$ cat config.mk
export PLATFORM = sky130hd
export DESIGN_NAME = i2c_master_regs
export DESIGN_NICKNAME = d
export VERILOG_FILES = /design/src/rtl/i2c_master_regs_pkg.sv /design/src/rtl/i2c_master_regs.sv
export SDC_FILE = /design/constraint.sdc
export NUM_CORES = 1
export LEC_CHECK = 0
export CAP_MARGIN = 20
export CELL_PAD_IN_SITES_DETAIL_PLACEMENT = 1
export CELL_PAD_IN_SITES_GLOBAL_PLACEMENT = 2
export CORE_MARGIN = 2
export CORE_UTILIZATION = 24
export CTS_CLUSTER_SIZE = 25
export DETAILED_ROUTE_END_ITERATION = 8
export MAX_ROUTING_LAYER = met4
export PLACE_DENSITY = 0.78
export SLEW_MARGIN = 20
export SYNTH_ARGS = -nofsm -noshare
export SYNTH_HDL_FRONTEND = slang
export SYNTH_SLANG_ARGS = --single-unit
$ cat constraint.sdc
create_clock -name Clk -period 1.25 [get_ports Clk]
set_input_delay 0.25 -clock Clk [delete_from_list [all_inputs] [get_ports Clk]]
set_output_delay 0.25 -clock Clk [all_outputs]
set_load 0.005 [all_outputs]
$ cat src/rtl/i2c_master_regs_pkg.sv
// Register addresses and bit positions shared by the I2C master register file
// and anything that needs to decode its bus traffic.
package i2c_master_regs_pkg;

  // Register map
  localparam logic [2:0] I2C_PRER = 3'd0;
  localparam logic [2:0] I2C_CTR  = 3'd1;
  localparam logic [2:0] I2C_TXR  = 3'd2;
  localparam logic [2:0] I2C_CR   = 3'd3;
  localparam logic [2:0] I2C_RXR  = 3'd4;
  localparam logic [2:0] I2C_SR   = 3'd5;

  // CTR bits
  localparam int CTR_EN  = 7;
  localparam int CTR_IEN = 6;

  // CR bits
  localparam int CR_STA   = 7;
  localparam int CR_STO   = 6;
  localparam int CR_RD    = 5;
  localparam int CR_WR    = 4;
  localparam int CR_ACK   = 3;
  localparam int CR_RSVD  = 2;
  localparam int CR_ALACK = 1;
  localparam int CR_IACK  = 0;

  // SR bits (4:2 read as zero)
  localparam int SR_RXACK = 7;
  localparam int SR_BUSY  = 6;
  localparam int SR_AL    = 5;
  localparam int SR_TIP   = 1;
  localparam int SR_IF    = 0;

endpackage

$ cat src/rtl/i2c_master_regs.sv
// Bus-facing register file of the I2C master: prescale, control, transmit and
// command registers, status flags and the interrupt request.
module i2c_master_regs
  import i2c_master_regs_pkg::*;
#(
  parameter int DWIDTH = 8,
  parameter int AWIDTH = 3
) (
  input  logic              Clk,
  input  logic              Rst,
  input  logic [AWIDTH-1:0] Addr,
  input  logic [DWIDTH-1:0] DataIn,
  output logic [DWIDTH-1:0] DataOut,
  input  logic              Wr,
  output logic              Int,
  output logic              Start,
  output logic              Stop,
  output logic              Read,
  output logic              Write,
  output logic              Tx_ack,
  output logic [7:0]        Tx_data,
  output logic [7:0]        Prescale,
  output logic              I2C_en,
  input  logic              Rx_ack,
  input  logic [7:0]        Rx_data,
  input  logic              I2C_busy,
  input  logic              I2C_done,
  input  logic              I2C_al
);

  logic [7:0] prer;
  logic [7:0] ctr;
  logic [7:0] txr;
  logic [7:0] cr;
  logic       rxack;
  logic       busy;
  logic       al;
  logic       tip;
  logic       irq_flag;
  logic       int_q;
  logic [7:0] sr;
  logic       cr_we;
  logic       cmd_end;

  assign cr_we   = Wr && (Addr == I2C_CR);
  // A completed byte and a lost arbitration both terminate the current command.
  assign cmd_end = I2C_done | I2C_al;

  // Plain read/write configuration registers.
  always_ff @(posedge Clk) begin
    // NOTE: non-blocking assignments keep every flop updating from pre-edge values.
    if (Rst) begin
      prer <= '0;
      ctr  <= '0;
      txr  <= '0;
    end else if (Wr) begin
      case (Addr)
        I2C_PRER: prer <= DataIn;
        I2C_CTR:  ctr  <= DataIn;
        I2C_TXR:  txr  <= DataIn;
        default:  ;
      endcase
    end
  end

  // Command register: acknowledge bits are one-shot, command bits self-clear
  // when the controller reports the end of the command (which wins over a write).
  always_ff @(posedge Clk) begin
    if (Rst) begin
      cr <= '0;
    end else begin
      if (cr_we) begin
        cr          <= DataIn;
        cr[CR_RSVD] <= 1'b0;
      end else begin
        cr[CR_ALACK] <= 1'b0;
        cr[CR_IACK]  <= 1'b0;
      end
      if (cmd_end) begin
        cr[CR_STA] <= 1'b0;
        cr[CR_STO] <= 1'b0;
        cr[CR_RD]  <= 1'b0;
        cr[CR_WR]  <= 1'b0;
      end
    end
  end

  // Status flags; a flag being set takes precedence over its acknowledge.
  always_ff @(posedge Clk) begin
    if (Rst) begin
      rxack    <= 1'b0;
      busy     <= 1'b0;
      al       <= 1'b0;
      tip      <= 1'b0;
      irq_flag <= 1'b0;
      int_q    <= 1'b0;
    end else begin
      rxack <= Rx_ack;
      busy  <= I2C_busy;
      int_q <= irq_flag & ctr[CTR_IEN];

      if (I2C_al)                          al <= 1'b1;
      else if (cr_we && DataIn[CR_ALACK])  al <= 1'b0;

      if (cmd_end)                                     tip <= 1'b0;
      else if (cr_we && (DataIn[CR_RD] | DataIn[CR_WR])) tip <= 1'b1;

      if (cmd_end)                         irq_flag <= 1'b1;
      else if (cr_we && DataIn[CR_IACK])   irq_flag <= 1'b0;
    end
  end

  // Assemble the status byte.
  always_comb begin
    // NOTE: assigning a default first guarantees no latch for unlisted bits/cases.
    sr           = '0;
    sr[SR_RXACK] = rxack;
    sr[SR_BUSY]  = busy;
    sr[SR_AL]    = al;
    sr[SR_TIP]   = tip;
    sr[SR_IF]    = irq_flag;
  end

  // Zero-latency read multiplexer; unmapped addresses read as zero.
  always_comb begin
    DataOut = '0;
    case (Addr)
      I2C_PRER: DataOut = prer;
      I2C_CTR:  DataOut = ctr;
      I2C_TXR:  DataOut = txr;
      I2C_CR:   DataOut = cr;
      I2C_RXR:  DataOut = Rx_data;
      I2C_SR:   DataOut = sr;
      default:  DataOut = '0;
    endcase
  end

  assign Int      = int_q;
  assign Start    = cr[CR_STA];
  assign Stop     = cr[CR_STO];
  assign Read     = cr[CR_RD];
  assign Write    = cr[CR_WR];
  assign Tx_ack   = cr[CR_ACK];
  assign Tx_data  = txr;
  assign Prescale = prer;
  assign I2C_en   = ctr[CTR_EN];

endmodule

==> flow_summary.toml <==
[detailed_routing]
drt_iter0_markers = 70
drtAntennaViolNets = 0
vias_per_cell = 4.48
drc = 0
drtPass1Iterations = 4
totalWireLength_um = 6060
via_count = 1752
avgRoutedWirePerCell_um = 15.5

[sta]
setup_viol = 18
min_period_ps = 1540
relSlewSlack = 0.747
timing.final.crit_share = 1.23
fmax_ghz = 0.648
worstMarginPinSlew_ps = 379
drv_slew = 0
fin_setup_tns_ps = -2110
clock_skew_ps = 0.965
setup_ws_ps = -293
rsz0062_at_grt = "yes"
finalHoldViolCount = 0

[placement]
post-place-ws_ps = -1050
port-buffer-count = 56
dp.cells = 374
place_congestion = 0.756
dp_hpwl_um = 4340

[clock_network]
clock-sinks = 37
clkLatencyLatePin_ps = 290
cts_buffer_depth = 2
cts.clk_slew.worst_paths_ps = 80
htree_levels = 2
ctsHoldBuffers = 0
cts-root-buf = "clkbuf_8"
cts_tree = "built"
cts_made_buffers = 5

[final_layout]
area_delta_synth_final_pct = 74.5
final_cells = 391
antenna_cells = 0
multi_input_area_um2 = 991
drive_above_1_share = 0.459
fin_nets = 317
regArea_um2 = 773
nFillCells = 850

[yosys]
post_synth_num_cell_types = 30
yosys_warnings = 0
yosys.area.top_type = "dfxtp_1"
synthMostInstantiatedCell = "dfxtp_1"
syn_area_per_cell_um2 = 9.50
syn_nets = 209
synth_top_area_share = 0.426
synth_area_um2 = 1740
synth-edff-count = 0
syn_inst = 183
synth.area.top_cells = "dfxtp_1 43%, mux2i_1 20%, nor2_1 5.6%"
ys_seq_elements = 37
ys_async_sr_fraction = 0
ys_seq_area_frac = 0.426
ys_dominant_reg_cell = "dfxtp_1"
synth_common_cells = "37 x dfxtp_1, 34 x mux2i_1, 26 x nor2_1"

[pwr]
swShare = 0.263
p_leak_nw = 1.31
ir_worst_vdd_uv = 352
p_total_mw = 2.54
power.internal_mw = 1.87
comb_power_share = 0.188
switchingPower_mw = 0.668
p_seq_frac = 0.482
clkPwrFrac = 0.331
p_per_area_nw_per_um2 = 836

[global_route]
gr-total-overflow = 0
grt_max_degree = 33
antenna_found_initial = 0
grt_pass1_wl_um = 9460
grtUsageTotal = 0.164
first_global_vias = 1863

[floorplanning]
design.core.area_um2 = 7140
start_util = 0.244
die_h_um = 89.1
die_area_um2 = 7940
io_pins = 57
die_w_um = 89.1
rows = 31

[outcome]
violations = "negative setup slack"
status = "finished with violations"

[run]
drv_cap = 0

[setup_path]
cp-end-kind = "primary output"
setup.worst_path.start_class = "register"
cp_data_arrival_time_ps = 1290
worstPathRequired_ps = 1000
worstSetupPathType = "register to primary output"
crit_fanout = 2

[min_path]
min_path_type = "register to register"
==> worst max-delay path: stages, from the launching register on <==
cell and delay, ps:
dfxtp_2 320, mux2_4 270, a221oi_2 210, nor2_1 60
buf_2 120
==> final timing paths <==
| path | to | slack, ps | startpoint | depth (start not counted) |
|---|---|---|---|---|
| min | tip | 470 | tip | 2 |
| min reg2reg | tip | 470 | tip | 2 |
| max reg2reg | Prescale[4] | 440 | Prescale[4] | 4 |
| max | DataOut[3] | -290 | Prescale[3] | 4 |
==> sequential cells by signal, indices dropped and copies added (netlist names) <==
register and flops:
Int 1, cr 7, al 1, ctr 8
rxack 1, irq_flag 1, tip 1, Tx_data 8
Prescale 8, busy 1
==> power by group through the flow <==
stage / clock network [mW] / registers [mW] / logic (mW)
2_1_floorplan: 0 / 1.25 / 0.162
3_3_place_gp: 0 / 1.25 / 0.417
5_1_grt: 0.897 / 1.22 / 0.512
6_report: 0.839 / 1.22 / 0.476
4_1_cts: 0.851 / 1.22 / 0.465
3_5_place_dp: 0 / 1.25 / 0.422
==> cells in the final DEF, fill, tap and decap left out, types with 4 or more instances in the layout <==
| master | count |
|---|---|
| a21oi_1 | 9 |
| buf_2 | 8 |
| buf_4 | 43 |
| buf_6 | 13 |
| clkbuf_8 | 5 |
| clkdlybuf4s15_1 | 18 |
| clkdlybuf4s50_1 | 20 |
| dfxtp_1 | 11 |
| dfxtp_2 | 26 |
| mux2_2 | 4 |
| mux2i_1 | 33 |
| nand2_1 | 13 |
| nand2_2 | 7 |
| nor2_1 | 26 |
==> what timing repair did <==
| action | in CTS | in global routing |
|---|---|---|
| resized for setup | 154 | 19 |
| buffers inserted | 9 | 2 |
| gates cloned | 1 | 0 |
| pin swaps | 11 | 12 |
| setup endpoints to repair | 65 | 32 |
==> cell families (layout without fill, tap and decap cells) <==
group           after synthesis  in the layout  synth area share
buf+inv                      16            125            0.0590
flops                        37             37             0.426
simple gates                 64             64             0.184
compound gates               26             26            0.0964
mux                          40             40             0.235
==> per-stage QoR <==
| stage | instance area, um^2 | hold WS [ps] | utilization |
|---|---|---|---|
| 2_1_floorplan | 1740 | 322 | - |
| 3_3_place_gp | 2720 | 443 | 0.381 |
| 3_5_place_dp | 2720 | 454 | 0.381 |
| 4_1_cts | 2980 | 470 | 0.417 |
| 5_1_grt | 3030 | 502 | 0.425 |
| 6_report | 3030 | 468 | 0.425 |
==> cell type report <==
type,count,area share
Clock inverter,2,0.00330
Clock buffer,6,0.0239
Timing Repair Buffer,113,0.345
Inverter,4,0.00536
Sequential cell,37,0.255
Multi-Input combinational cell,130,0.327
Tap cell,99,0.0408
==> metal layers <==
metal | wire length, um | vias up | global-route usage
met1 | 2760 | 850 | 0.200
met4 | 63 | 0 | 0.0570
met2 | 2970 | 37 | 0.273
met5 | 0 | - | -
met3 | 262 | 5 | 0.0286
li1 | - | 860 | -
Note: power is estimated with default switching activity, not from simulation.
